**src/rtl/uart_pkg.sv**
```systemverilog
// Shared types and helpers for the parametrised UART receiver.
// Holds the receiver state encoding, parity modes and the bit-period calculation.
package uart_pkg;

    typedef enum logic [2:0] {
        ST_IDLE      = 3'd0,
        ST_START     = 3'd1,
        ST_DATA      = 3'd2,
        ST_PARITY    = 3'd3,
        ST_STOP      = 3'd4,
        ST_WAIT_IDLE = 3'd5
    } uart_rx_state_t;

    typedef enum logic [1:0] {
        PAR_NONE = 2'd0,
        PAR_EVEN = 2'd1,
        PAR_ODD  = 2'd2
    } uart_parity_t;

    // Truncating division: any fractional clock per bit is absorbed by mid-bit sampling.
    function automatic int clks_per_bit(input int freq, input int baud);
        return freq / baud;
    endfunction

endpackage

```
**src/rtl/uart_rx_sync.sv**
```systemverilog
// Two-flop synchroniser bringing the asynchronous serial line into the clk domain.
// Both flops reset to RESET_VALUE so an idle-high line produces no false start bit.
module uart_rx_sync #(
    parameter logic RESET_VALUE = 1'b1
) (
    input  logic clk,
    input  logic rst_n,
    input  logic d,
    output logic q
);

    logic meta_q;
    logic meta_d;
    logic sync_q;
    logic sync_d;

    always_comb begin
        meta_d = d;
        sync_d = meta_q;
    end

    always_ff @(posedge clk or negedge rst_n) begin
        if (!rst_n) begin
            meta_q <= RESET_VALUE;
            sync_q <= RESET_VALUE;
        end else begin
            meta_q <= meta_d;
            sync_q <= sync_d;
        end
    end

    assign q = sync_q;

endmodule

```
**src/rtl/uart_rx_param.sv**
```systemverilog
// Parametrised UART receiver: mid-bit sampling, glitch rejection, parity/framing/overrun
// reporting, and a one-entry valid/ready output buffer feeding the ALU operand logic.
module uart_rx_param
    import uart_pkg::*;
#(
    parameter int CLOCK_FREQ = 50000000,
    parameter int BAUD_RATE  = 115200,
    parameter int DATA_BITS  = 8,
    parameter int PARITY     = 0,
    parameter int STOP_BITS  = 1
) (
    input  logic                 clk,
    input  logic                 rst_n,
    input  logic                 uart_rx,
    output logic [DATA_BITS-1:0] rx_data,
    output logic                 rx_valid,
    input  logic                 rx_ready,
    output logic                 rx_parity_err,
    output logic                 rx_frame_err,
    output logic                 rx_overrun,
    output logic                 rx_busy
);

    localparam int CLKS_PER_BIT = clks_per_bit(CLOCK_FREQ, BAUD_RATE);
    localparam int CNT_W        = $clog2(CLKS_PER_BIT);
    localparam int IDX_W        = $clog2(DATA_BITS);

    localparam logic [CNT_W-1:0] CNT_LAST  = CNT_W'(CLKS_PER_BIT - 1);
    localparam logic [CNT_W-1:0] CNT_HALF  = CNT_W'(CLKS_PER_BIT / 2 - 1);
    localparam logic [IDX_W-1:0] IDX_LAST  = IDX_W'(DATA_BITS - 1);
    localparam logic [IDX_W-1:0] STOP_LAST = IDX_W'(STOP_BITS - 1);

    localparam uart_parity_t PAR_MODE = (PARITY == 1) ? PAR_EVEN :
                                        (PARITY == 2) ? PAR_ODD  : PAR_NONE;

    if (CLKS_PER_BIT < 4) begin : g_bad_clks
        $error("uart_rx_param: CLOCK_FREQ/BAUD_RATE must give at least 4 clocks per bit");
    end
    if (DATA_BITS < 5 || DATA_BITS > 9) begin : g_bad_data_bits
        $error("uart_rx_param: DATA_BITS must be 5..9");
    end
    if (PARITY < 0 || PARITY > 2) begin : g_bad_parity
        $error("uart_rx_param: PARITY must be 0, 1 or 2");
    end
    if (STOP_BITS < 1 || STOP_BITS > 2) begin : g_bad_stop_bits
        $error("uart_rx_param: STOP_BITS must be 1..2");
    end

    logic line_s;

    uart_rx_sync #(
        .RESET_VALUE (1'b1)
    ) u_sync (
        .clk   (clk),
        .rst_n (rst_n),
        .d     (uart_rx),
        .q     (line_s)
    );

    uart_rx_state_t       state_q,      state_d;
    logic [CNT_W-1:0]     cnt_q,        cnt_d;
    logic [IDX_W-1:0]     idx_q,        idx_d;
    logic [DATA_BITS-1:0] shift_q,      shift_d;
    logic                 par_acc_q,    par_acc_d;
    logic                 par_err_q,    par_err_d;
    logic                 frm_err_q,    frm_err_d;
    logic [DATA_BITS-1:0] buf_data_q,   buf_data_d;
    logic                 buf_valid_q,  buf_valid_d;
    logic                 buf_perr_q,   buf_perr_d;
    logic                 buf_ferr_q,   buf_ferr_d;
    logic                 overrun_q,    overrun_d;
    logic                 busy_q,       busy_d;
    logic                 commit;

    always_comb begin
        state_d   = state_q;
        cnt_d     = cnt_q;
        idx_d     = idx_q;
        shift_d   = shift_q;
        par_acc_d = par_acc_q;
        par_err_d = par_err_q;
        frm_err_d = frm_err_q;
        commit    = 1'b0;

        case (state_q)
            ST_IDLE: begin
                if (!line_s) begin
                    state_d = ST_START;
                    cnt_d   = '0;
                end
            end
            ST_START: begin
                if (cnt_q == CNT_HALF) begin
                    cnt_d = '0;
                    // A line that is high again at mid start bit was a glitch: drop silently.
                    if (!line_s) begin
                        state_d   = ST_DATA;
                        idx_d     = '0;
                        par_acc_d = 1'b0;
                        par_err_d = 1'b0;
                        frm_err_d = 1'b0;
                    end else begin
                        state_d = ST_IDLE;
                    end
                end else begin
                    cnt_d = cnt_q + 1'b1;
                end
            end
            ST_DATA: begin
                if (cnt_q == CNT_LAST) begin
                    cnt_d     = '0;
                    shift_d   = {line_s, shift_q[DATA_BITS-1:1]};
                    par_acc_d = par_acc_q ^ line_s;
                    if (idx_q == IDX_LAST) begin
                        idx_d = '0;
                        if (PAR_MODE != PAR_NONE) begin
                            state_d = ST_PARITY;
                        end else begin
                            state_d = ST_STOP;
                        end
                    end else begin
                        idx_d = idx_q + 1'b1;
                    end
                end else begin
                    cnt_d = cnt_q + 1'b1;
                end
            end
            ST_PARITY: begin
                if (cnt_q == CNT_LAST) begin
                    cnt_d     = '0;
                    idx_d     = '0;
                    par_err_d = ((par_acc_q ^ line_s) != (PAR_MODE == PAR_ODD));
                    state_d   = ST_STOP;
                end else begin
                    cnt_d = cnt_q + 1'b1;
                end
            end
            ST_STOP: begin
                if (cnt_q == CNT_LAST) begin
                    cnt_d = '0;
                    if (!line_s) begin
                        frm_err_d = 1'b1;
                    end
                    if (idx_q == STOP_LAST) begin
                        commit = 1'b1;
                        idx_d  = '0;
                        // A line still low here is a break; park until it releases.
                        if (line_s) begin
                            state_d = ST_IDLE;
                        end else begin
                            state_d = ST_WAIT_IDLE;
                        end
                    end else begin
                        idx_d = idx_q + 1'b1;
                    end
                end else begin
                    cnt_d = cnt_q + 1'b1;
                end
            end
            ST_WAIT_IDLE: begin
                if (line_s) begin
                    state_d = ST_IDLE;
                end
            end
            default: begin
                state_d = ST_IDLE;
            end
        endcase

        busy_d = (state_d != ST_IDLE);
    end

    // The buffer may accept a new frame in the same cycle its old word is handed off.
    always_comb begin
        buf_data_d  = buf_data_q;
        buf_valid_d = buf_valid_q;
        buf_perr_d  = buf_perr_q;
        buf_ferr_d  = buf_ferr_q;
        overrun_d   = 1'b0;

        if (commit) begin
            if (!buf_valid_q || rx_ready) begin
                buf_data_d  = shift_q;
                buf_perr_d  = par_err_q;
                buf_ferr_d  = frm_err_q | ~line_s;
                buf_valid_d = 1'b1;
            end else begin
                overrun_d = 1'b1;
            end
        end else if (buf_valid_q && rx_ready) begin
            buf_valid_d = 1'b0;
        end
    end

    always_ff @(posedge clk or negedge rst_n) begin
        if (!rst_n) begin
            state_q     <= ST_IDLE;
            cnt_q       <= '0;
            idx_q       <= '0;
            shift_q     <= '0;
            par_acc_q   <= 1'b0;
            par_err_q   <= 1'b0;
            frm_err_q   <= 1'b0;
            buf_data_q  <= '0;
            buf_valid_q <= 1'b0;
            buf_perr_q  <= 1'b0;
            buf_ferr_q  <= 1'b0;
            overrun_q   <= 1'b0;
            busy_q      <= 1'b0;
        end else begin
            state_q     <= state_d;
            cnt_q       <= cnt_d;
            idx_q       <= idx_d;
            shift_q     <= shift_d;
            par_acc_q   <= par_acc_d;
            par_err_q   <= par_err_d;
            frm_err_q   <= frm_err_d;
            buf_data_q  <= buf_data_d;
            buf_valid_q <= buf_valid_d;
            buf_perr_q  <= buf_perr_d;
            buf_ferr_q  <= buf_ferr_d;
            overrun_q   <= overrun_d;
            busy_q      <= busy_d;
        end
    end

    assign rx_data       = buf_data_q;
    assign rx_valid      = buf_valid_q;
    assign rx_parity_err = buf_perr_q;
    assign rx_frame_err  = buf_ferr_q;
    assign rx_overrun    = overrun_q;
    assign rx_busy       = busy_q;

endmodule

```
**config.mk**
```make
export PLATFORM = sky130hd
export DESIGN_NAME = uart_rx_param
export DESIGN_NICKNAME = d
export VERILOG_FILES = /design/src/rtl/uart_pkg.sv /design/src/rtl/uart_rx_sync.sv /design/src/rtl/uart_rx_param.sv
export SDC_FILE = /design/constraint.sdc
export NUM_CORES = 1
export LEC_CHECK = 0
export ABC_CLOCK_PERIOD_IN_PS = 4200
export CELL_PAD_IN_SITES_DETAIL_PLACEMENT = 0
export CELL_PAD_IN_SITES_GLOBAL_PLACEMENT = 2
export CORE_ASPECT_RATIO = 1.1
export CORE_UTILIZATION = 40
export CTS_BUF_LIST = sky130_fd_sc_hd__clkbuf_8 sky130_fd_sc_hd__clkbuf_16
export DETAILED_ROUTE_END_ITERATION = 6
export PLACE_DENSITY = 0.78
export SYNTH_ARGS = -nofsm -noshare
export SYNTH_HDL_FRONTEND = slang
export SYNTH_HIERARCHICAL = 1
export SYNTH_SLANG_ARGS = --single-unit
```
**constraint.sdc**
```tcl
create_clock -name clk -period 4.2 [get_ports clk]
set_input_delay 0.63 -clock clk [delete_from_list [all_inputs] [get_ports clk]]
set_output_delay 0.63 -clock clk [all_outputs]
set_load 0.01 [all_outputs]
```
* Word-level counts from Yosys, hierarchy flattened
Cells that the tools add are included.
** Operators by class
- Multiply operators :: 0
- Bitwise logic cells :: 3
- Mux-type cells :: 39
- Reductions and logical operators :: 21
- Eq/ne operators :: 16
- Add/sub/neg operators :: 2
- Divide/modulo/power cells :: 0
- Magnitude comparators :: 0
- Shifts and indexed selects :: 0
** Operators with widths (number)
- 3-bit two-way mux :: 16
- 9-bit two-way mux :: 3
- 9-bit case mux with 3 select lines :: 1
- 3-bit case mux with 6 select lines :: 1
- 2-bit inequality test, second input constant :: 7
- 1-bit two-way mux :: 13
- 3-bit case mux with 4 select lines :: 1
- 9-bit by 1-bit adder with 9-bit output, second input constant :: 1
- 3-bit == test, second input constant :: 3
- 9-bit by 8-bit == test with 1-bit output, second input constant :: 1
- 9-bit == test, second input constant :: 1
- 2-bit AND reduction :: 4
- 4-bit AND reduction :: 2
- 2-bit nonzero test :: 4
- 3-bit by 2-bit == test with 1-bit output, second input constant :: 2
- 3-bit logical NOT :: 2
- 1-bit case mux with 2 select lines :: 3
- 6-bit AND reduction :: 1
- 3-bit nonzero test :: 2
- 5-bit AND reduction :: 1
- 4-bit nonzero test :: 1
- 3-bit by 1-bit adder with 3-bit output, second input constant :: 1
- 3-bit by 1-bit == test with 1-bit output, second input constant :: 1
- 3-bit OR reduction :: 1
- 8 further kinds :: 8
** Storage, ports and cells
- Input bits :: 4
- Latch bits :: 0
- Bits in registers :: 41
- Memory bits (writable) :: 0
- Output and inout port bits :: 13
- Memories :: 0
- ROM bits :: 0

* Logic depth before layout (Yosys ltp)
Gate-level depths: netlist (run 1).
- Word-level depth :: 6
- Mapped depth :: 8
- Mapped depth without buffers :: 7

* By module
The synthesis (run 1) kept the hierarchy.
** Modules (own cells, without submodules)
- uart_rx_param :: cells each 175, times used 1, area an instance 1944.4 um^2
- uart_rx_sync :: cells each 2, times used 1, area an instance 52.6 um^2

* Worst setup path before layout (run 1)
No wires, ideal clock.
- Path kind :: reg2reg
- Start :: reg cnt_q[1]
- End :: reg shift_q[1]
- Arrival time :: 1.683 ns
- Path buffers :: 1
- Setup time :: 0.125 ns
- Required time :: 4.075 ns
- Cell stages (with the launch flop) :: 8
- Path slack :: 2.392 ns
- Path through :: dfrtp_1 -> inv_1 -> ha_1 -> and4bb_1 -> nand2_2 -> or3_4 -> buf_6 -> mux2_4
** On the way
- Longest elaborated chain between the ends :: 2
** Ends and longest elaborated chain
- start: declaration :: RTL line uart_rx_param.sv:61 : logic [CNT_W-1:0] cnt_q, cnt_d;
- start signal: assignment :: RTL line uart_rx_param.sv:212 : cnt_q <= cnt_d;
- 9-bit == test :: RTL line uart_rx_param.sv:110 : if (cnt_q == CNT_LAST) begin
- 2-bit AND reduction (no source line)
- end signal: assignment :: RTL line uart_rx_param.sv:214 : shift_q <= shift_d;
- end: declaration :: RTL line uart_rx_param.sv:63 : logic [DATA_BITS-1:0] shift_q, shift_d;
Every way passes these cells.
A chain may end at the register's enable or synchronous reset.

* Worst setup path in the final report (run 1)
- Start :: reg state_q[0]
- End :: reg buf_data_q[4], in the netlist rx_data[4]
** On the way
- Longest elaborated chain between the ends :: 3
** Ends and longest elaborated chain
- start: declaration :: RTL line uart_rx_param.sv:60 : uart_rx_state_t state_q, state_d;
- start signal: assignment :: RTL line uart_rx_param.sv:211 : state_q <= state_d;
- 3-bit == test :: RTL line uart_rx_param.sv:85 : case (state_q)
- 1-bit two-way mux :: RTL line uart_rx_param.sv:85
- 2-bit AND reduction (no source line)
- end signal: assignment :: RTL line uart_rx_param.sv:218 : buf_data_q <= buf_data_d;
- end: declaration :: RTL line uart_rx_param.sv:67 : logic [DATA_BITS-1:0] buf_data_q, buf_data_d;
Every way passes these cells.

==> load_flow_metrics.sql, run 1 <==
INSERT INTO impl_metrics (metric_group, metric, value, unit) VALUES
('routing', 'detail_route.wl_per_cell', '15.4', 'um'),
('final_layout', 'antenna_cells_inserted', '0', ''),
('floorplan', 'io_pins', '17', ''),
('yosys', 'distinct_cell_type_count_after_synthesis', '44', ''),
('routing', 'route.vias.total', '1362', ''),
('yosys', 'ys_seq_area_share', '51.5', '%'),
('floorplan', 'die_x_extent', '69.4', 'um'),
('floorplan', 'coreArea', '4720', 'sq um'),
('sta', 'setup-violations-final', '0', ''),
('sta', 'rsz_0062_raised_after_global_routing', 'false', ''),
('critical_path', 'cp_data_required_time', '4380', 'ps'),
('final_layout', 'multi_input_area', '901', 'sq um'),
('critical_path', 'critical_path_data_arrival_time', '2260', 'ps'),
('routing', 'final_antenna_net_count', '0', ''),
('routing', 'drt-total-wl', '3.84', 'mm'),
('final_layout', 'layout_cells_sized_above_1', '14.5', '%'),
('sta', 'timing.final.max_slew_violations', '0', ''),
('clock_tree', 'post_cts_setup_repair_buffer_count', '0', ''),
('critical_path', 'element_type_at_the_critical_path_start', 'register', ''),
('final_layout', 'seq_area', '1030', 'sq um'),
('floorplan', 'chipHeight', '76.1', 'um'),
('clock_tree', 'clk-insertion-delay-late', '290', 'ps'),
('floorplan', 'starting_density_of_the_core', '42.3', '%'),
('critical_path', 'crit_path_cell_trace', 'nor3b_1 -> and4_1 -> nand2_1 -> mux2_2', ''),
('outcome', 'run_status', 'complete, no violations', ''),
('floorplan', 'die_footprint', '5280', 'sq um'),
('yosys', 'synth.avg_cell_area', '11.3', 'sq um'),
('sta', 'timing.clock.skew', '7.87', 'ps'),
('run', 'maxCapViolCount', '0', ''),
('place', 'gp_congestion', '0.764', ''),
('sta', 'worst_slew_margin_rel', '39.5', '%'),
('pwr', 'leak', '1.04', 'nW'),
('sta', 'finalHoldViolations', '0', ''),
('sta', 'fin_setup_tns', '0', 'ps'),
('yosys', 'synth-main-ff-cell', 'dfrtp_1', ''),
('routing', 'first_iter_violations', '81', ''),
('critical_path', 'crit_family', 'simple AND/OR/NAND/NOR gates', ''),
('yosys', 'async_reset_ff_share', '100', '%'),
('routing', 'remaining_drc_errors', '0', ''),
('pwr', 'ir_drop', '0.000104', 'V'),
('clock_tree', 'cts.path.max_buffers', '2', ''),
('yosys', 'mappedNetlistNets', '187', ''),
('yosys', 'number_of_flops_mapped_to_enable_cells_by_yosys', '0', ''),
('worst_hold_path', 'class_of_the_most_critical_hold_timing_path', 'reg2reg', ''),
('place', 'dp_hpwl', '2.69', 'mm'),
('final_layout', 'fillers', '435', ''),
('yosys', 'synth_cells', '177', ''),
('clock_tree', 'cts_root_buf', 'clkbuf_8', ''),
('yosys', 'synth_top_area_share', '48.9', '%'),
('sta', 'worst_slack', '2120', 'ps'),
('yosys', 'synth_seq_cells', '41', ''),
('clock_tree', 'cts_tree', 'done', ''),
('clock_tree', 'clock_sinks', '41', ''),
('grt', 'global_route.usage.total', '15.6', '%'),
('critical_path', 'critical_path.max_stage_delay', '540', 'ps'),
('critical_path', 'crit_path_max_fanout', '15', ''),
('grt', 'grt_first_pass_wirelength', '6.50', 'mm'),
('yosys', 'synth_common_cells', 'dfrtp_1 (39), nand2_1 (14), nor2_1 (12), mux2_2 (10), o21ai_0 (10)', ''),
('clock_tree', 'ctsHoldBuffers', '0', ''),
('sta', 'tightest_slew', '908', 'ps'),
('grt', 'initial_antenna_violation_count', '0', ''),
('yosys', 'netlist_area', '2000', 'sq um'),
('place', 'place_worst_setup_slack', '2100', 'ps'),
('routing', 'routed_vias_inst', '5.47', ''),
('final_layout', 'layout.nets', '203', ''),
('yosys', 'yosys.cell_count.top_type', 'dfrtp_1', ''),
('grt', 'grt_start_max_net_pins', '42', ''),
('floorplan', 'fp-row-count', '26', ''),
('yosys', 'synthesis.yosys.warnings', '6', ''),
('clock_tree', 'post_cts.resized_instances', '0', ''),
('critical_path', 'timing.critical_path.to_type', 'register', '');
[logic make-up after synthesis]
group | count (synthesis) | share of synthesized area [%]
buf+inv | 13 | 3.38
flops | 41 | 51.5
compound gates | 27 | 8.84
xor+xnor | 7 | 3.07
mux | 17 | 10.7
simple gates | 66 | 18.8
fa+ha+maj | 6 | 3.76
[stage by stage]
| step | instance area [sq um] | cells | util [%] | power (W) | hold slack (ps) |
|---|---|---|---|---|---|
| floorplan | 2000 | 177 | - | 0.000407 | 334 |
| CTS | 2270 | 249 | 48.1 | 0.000682 | 372 |
| finish | 2270 | 249 | 48.1 | 0.000668 | 367 |
| global placement | 2180 | 242 | 46.2 | 0.000417 | 356 |
| detailed placement | 2180 | 242 | 46.2 | 0.000418 | 357 |
| global route | 2270 | 249 | 48.1 | 0.000702 | 370 |
[layout make-up]
cell class / count / share of cell area (%)
Sequential cell: 41 / 45.4
Multi-Input combinational cell: 123 / 39.7
Timing Repair Buffer: 16 / 6.84
Clock inverter: 1 / 0.331
Clock buffer: 6 / 3.64
Inverter: 6 / 0.993
Tap cell: 56 / 3.09
[registers in the layout (all words and copies together) (netlist names), 3 cells and up]
register and flops:
rx_data 8, idx_q 3, state_q 3, cnt_q 9, shift_q 8
[layout by cell type, fill, tap and decap left out, types with 2 or more instances in the layout]
cell,instances
a21oi_1,5
a221o_1,2
and4_1,3
and4b_1,2
clkbuf_8,6
clkdlybuf4s50_1,15
dfrtp_1,39
dfstp_2,2
ha_1,6
inv_1,6
mux2_2,10
mux2_4,6
nand2_1,14
nand2b_1,5
nand3_1,5
nand4_1,5
nor2_1,12
nor2b_1,7
nor3_1,2
o211ai_1,2
o21ai_0,10
xor2_1,6
[path summary, 6_finish.rpt]
kind | from | endpoint | slack, ps | depth (start not counted)
hold / removal | u_sync/meta_q | u_sync/q | 370 | 0
setup / recovery | state_q[0] | rx_data[4] | 2120 | 4
setup reg to reg | state_q[0] | rx_data[4] | 2120 | 4
hold reg to reg | u_sync/meta_q | u_sync/q | 370 | 0
min in group asynchronous | rst_n | shift_q[3] | 460 | 1
max in group asynchronous | rst_n | cnt_q[1] | 3160 | 1
[metal layers]
| layer | track usage (%) | wire [um] | up-vias |
|---|---|---|---|
| met4 | 6.12 | 59 | 0 |
| met5 | 0 | 0 | - |
| met1 | 19.7 | 1800 | 674 |
| met3 | 4.23 | 114 | 6 |
| met2 | 25.1 | 1870 | 22 |
| li1 | - | - | 660 |
[power by group]
part / internal (W) / switching, W
logic: 0.00000269 / 0.00000901
clock network: 0.000130 / 0.000129
registers: 0.000396 / 0.00000128
total: 0.000529 / 0.000140
Note: power is estimated with default switching activity, not from simulation.
==> inputs of run 2 (changes only) <==
--- a/config.mk
+++ b/config.mk
@@ -5,14 +5,14 @@
 export SDC_FILE = /design/constraint.sdc
 export NUM_CORES = 1
 export LEC_CHECK = 0
-export ABC_CLOCK_PERIOD_IN_PS = 4200
+export ABC_CLOCK_PERIOD_IN_PS = 1700
 export CELL_PAD_IN_SITES_DETAIL_PLACEMENT = 0
 export CELL_PAD_IN_SITES_GLOBAL_PLACEMENT = 2
 export CORE_ASPECT_RATIO = 1.1
-export CORE_UTILIZATION = 40
+export CORE_UTILIZATION = 34
 export CTS_BUF_LIST = sky130_fd_sc_hd__clkbuf_8 sky130_fd_sc_hd__clkbuf_16
 export DETAILED_ROUTE_END_ITERATION = 6
-export PLACE_DENSITY = 0.78
+export PLACE_DENSITY = 0.7
 export SYNTH_ARGS = -nofsm -noshare
 export SYNTH_HDL_FRONTEND = slang
 export SYNTH_HIERARCHICAL = 1
==> constraint.sdc (replaced) <==
create_clock -name clk -period 1.7 [get_ports clk]
set_input_delay 0.255 -clock clk [delete_from_list [all_inputs] [get_ports clk]]
set_output_delay 0.255 -clock clk [all_outputs]
set_load 0.01 [all_outputs]
==> run 2 against run 1 <==
The run now ends with setup timing left. Setup slack got worse by 2200 ps. Wire length increased by 16%. Clock-buffer cell count decreased by 1. Cell count increased by 22%. Clock skew decreased by 2.5 ps. Sequential power increased by 150%. Non-clock buffer count increased by 35. Critical path type unchanged. Critical endpoint is now shift_q[3]. Largest power group unchanged. Highest routed layer unchanged.
==> load_flow_metrics.sql, run 2 (synthesis gave the netlist of run 1 again) <==
INSERT INTO impl_metrics (metric_group, metric, value, unit) VALUES
('clock_tree', 'cts_root_buf', 'clkbuf_8', ''),
('routing', 'routed_vias_inst', '5.04', ''),
('clock_tree', 'ctsHoldBuffers', '0', ''),
('grt', 'overflow', '0', ''),
('final_layout', 'largest_reg_flops', '9', ''),
('sta', 'fin_setup_tns', '-1370', 'ps'),
('final_layout', 'layout.nets', '239', ''),
('sta', 'max_freq', '552', 'MHz'),
('critical_path', 'crit_path_cell_trace', 'inv_2 -> ha_4 -> and4bb_1 -> nand2_2 -> or3_4 -> mux2_4', ''),
('clock_tree', 'clk-insertion-delay-late', '290', 'ps'),
('routing', 'remaining_drc_errors', '0', ''),
('clock_tree', 'worst_setup_hold_path_clk_slew', '90', 'ps'),
('sta', 'timing.clock.skew', '5.38', 'ps'),
('floorplan', 'fp-row-count', '28', ''),
('critical_path', 'critical_path.slowest_cell', 'or3_4', ''),
('sta', 'finalHoldViolations', '0', ''),
('floorplan', 'die_x_extent', '75.1', 'um'),
('clock_tree', 'cts_inserted_buffers', '5', ''),
('final_layout', 'regMostFlops', 'cnt_q', ''),
('sta', 'tightest_slew', '505', 'ps'),
('floorplan', 'coreArea', '5540', 'sq um'),
('critical_path', 'critical_path_data_arrival_time', '1990', 'ps'),
('final_layout', 'layout_cells_sized_above_1', '37.0', '%'),
('critical_path', 'critical_path_class', 'reg2reg', ''),
('routing', 'detail_route.wl_per_cell', '14.6', 'um'),
('sta', 'rsz_0062_raised_after_global_routing', 'true', ''),
('grt', 'grt_first_pass_wirelength', '7.31', 'mm'),
('grt', 'grt_start_max_net_pins', '42', ''),
('outcome', 'failed_checks', 'setup timing', ''),
('floorplan', 'chipHeight', '82.4', 'um'),
('sta', 'worst_slew_margin_rel', '66.3', '%'),
('clock_tree', 'cts_tree', 'done', ''),
('final_layout', 'final_common_cell', 'dfrtp_1', ''),
('pwr', 'power_per_cell_area', '617', 'nW/um^2'),
('sta', 'setup-violations-final', '17', ''),
('final_layout', 'antenna_cells_inserted', '0', ''),
('sta', 'worst_slack', '-113', 'ps'),
('floorplan', 'io_pins', '17', ''),
('final_layout', 'mostFrequentLayoutCells', 'dfrtp_1 (39), buf_4 (30), clkdlybuf4s50_1 (15)', ''),
('place', 'gp_congestion', '0.851', ''),
('pwr', 'leak', '1.25', 'nW'),
('place', 'dp_hpwl', '3.19', 'mm'),
('sta', 'min_period_over_period', '107', '%'),
('final_layout', 'finish.utilization', '49.0', '%'),
('routing', 'drt-total-wl', '4.45', 'mm'),
('floorplan', 'starting_density_of_the_core', '36.1', '%'),
('routing', 'route.vias.total', '1538', ''),
('clock_tree', 'cts_max_level', '2', ''),
('outcome', 'run_status', 'finished with violations', ''),
('clock_tree', 'clock_sinks', '41', ''),
('pwr', 'total_power', '0.00167', 'W'),
('routing', 'final_antenna_net_count', '0', ''),
('pwr', 'ir_drop', '0.000273', 'V'),
('sta', 'hold_slack', '6.23', 'ps'),
('critical_path', 'crit_path_max_fanout', '6', ''),
('run', 'maxCapViolCount', '0', ''),
('place', 'port_buffers', '16', ''),
('clock_tree', 'cts.path.max_buffers', '2', ''),
('critical_path', 'bufs_and_invs_on_worst_path', '1', ''),
('critical_path', 'timing.critical_path.to_type', 'register', ''),
('routing', 'first_iter_violations', '70', ''),
('critical_path', 'crit_family', 'simple AND/OR/NAND/NOR gates', ''),
('sta', 'timing.final.max_slew_violations', '0', ''),
('grt', 'global_route.usage.total', '16.0', '%'),
('sta', 'timing.final.crit_period', '1810', 'ps'),
('grt', 'first_global_vias', '1545', ''),
('critical_path', 'element_type_at_the_critical_path_start', 'register', ''),
('routing', 'drt_pass1_iterations', '5', ''),
('critical_path', 'cp_data_required_time', '1880', 'ps'),
('final_layout', 'area_added_between_synthesis_and_finish', '35.8', '%'),
('floorplan', 'die_footprint', '6180', 'sq um'),
('grt', 'initial_antenna_violation_count', '0', ''),
('worst_hold_path', 'class_of_the_most_critical_hold_timing_path', 'in2async', ''),
('critical_path', 'critical_path.max_stage_delay', '410', 'ps');
run 2: per-layer routing:
layer | global-route usage (%) | up-vias | routed length, um
met5 | 0 | - | 0
met4 | 6.60 | 0 | 93
met3 | 3.28 | 11 | 124
met2 | 28.4 | 30 | 2290
met1 | 18.7 | 757 | 1950
li1 | - | 740 | -
run 2: worst paths after layout:
kind / end / slack [ps] / startpoint / cells past startpoint
worst min-delay path: rx_data[4] / 6 / rst_n / 2
worst max register to register: shift_q[3] / -110 / cnt_q[1] / 6
worst min register to register: u_sync/q / 360 / u_sync/meta_q / 0
max in group asynchronous: u_sync/meta_q / 1320 / rst_n / 2
worst max-delay path: shift_q[3] / -110 / cnt_q[1] / 6
min in group clk: u_sync/meta_q / 350 / uart_rx / 1
run 2: worst register-to-register path, stage by stage (launching register included):
cell and delay [ps]:
dfrtp_1 400, inv_2 120, ha_4 130, and4bb_1 230, nand2_2 100, or3_4 410
mux2_4 320
run 2: timing repair:
item,CTS,global route
pin swaps,2,5
cloned,1,0
gates resized for setup,13,21
endpoints found under the setup margin,36,37
buffers inserted,1,2
run 2: power by group:
| part | switching, W | leakage (nW) | internal (W) | total (W) |
|---|---|---|---|---|
| clock network | 0.000366 | 0.0445 | 0.000292 | 0.000657 |
| registers | 0.00000229 | 0.546 | 0.000979 | 0.000981 |
| logic | 0.0000253 | 0.661 | 0.0000102 | 0.0000355 |
| total | 0.000393 | 1.25 | 0.00128 | 0.00167 |
run 2: per-stage QoR:
step | setup WS, ps | instance area (sq um) | instances
finish | -113 | 2710 | 305
global route | -209 | 2710 | 305
CTS | -96.3 | 2600 | 303
detailed placement | -175 | 2450 | 293
global placement | -158 | 2450 | 293
floorplan | -90.4 | 2000 | 177
run 2: cell type report:
class                           count  area, sq um
Multi-Input combinational cell    124         1030
Fill cell                         528         2820
Inverter                            6         22.5
Timing Repair Buffer               51          445
Tap cell                           75         93.8
Clock inverter                      3         21.3
Clock buffer                        5         68.8
Sequential cell                    41         1030
==> inputs of run 3 (changes only) <==
--- a/config.mk
+++ b/config.mk
@@ -11,6 +11,7 @@
 export CORE_ASPECT_RATIO = 1.1
 export CORE_UTILIZATION = 34
 export CTS_BUF_LIST = sky130_fd_sc_hd__clkbuf_8 sky130_fd_sc_hd__clkbuf_16
+export CTS_CLUSTER_SIZE = 30
 export DETAILED_ROUTE_END_ITERATION = 6
 export PLACE_DENSITY = 0.7
 export SYNTH_ARGS = -nofsm -noshare
==> results of run 3 <==
Final layout, timing and power as in run 2 (identical DEF).
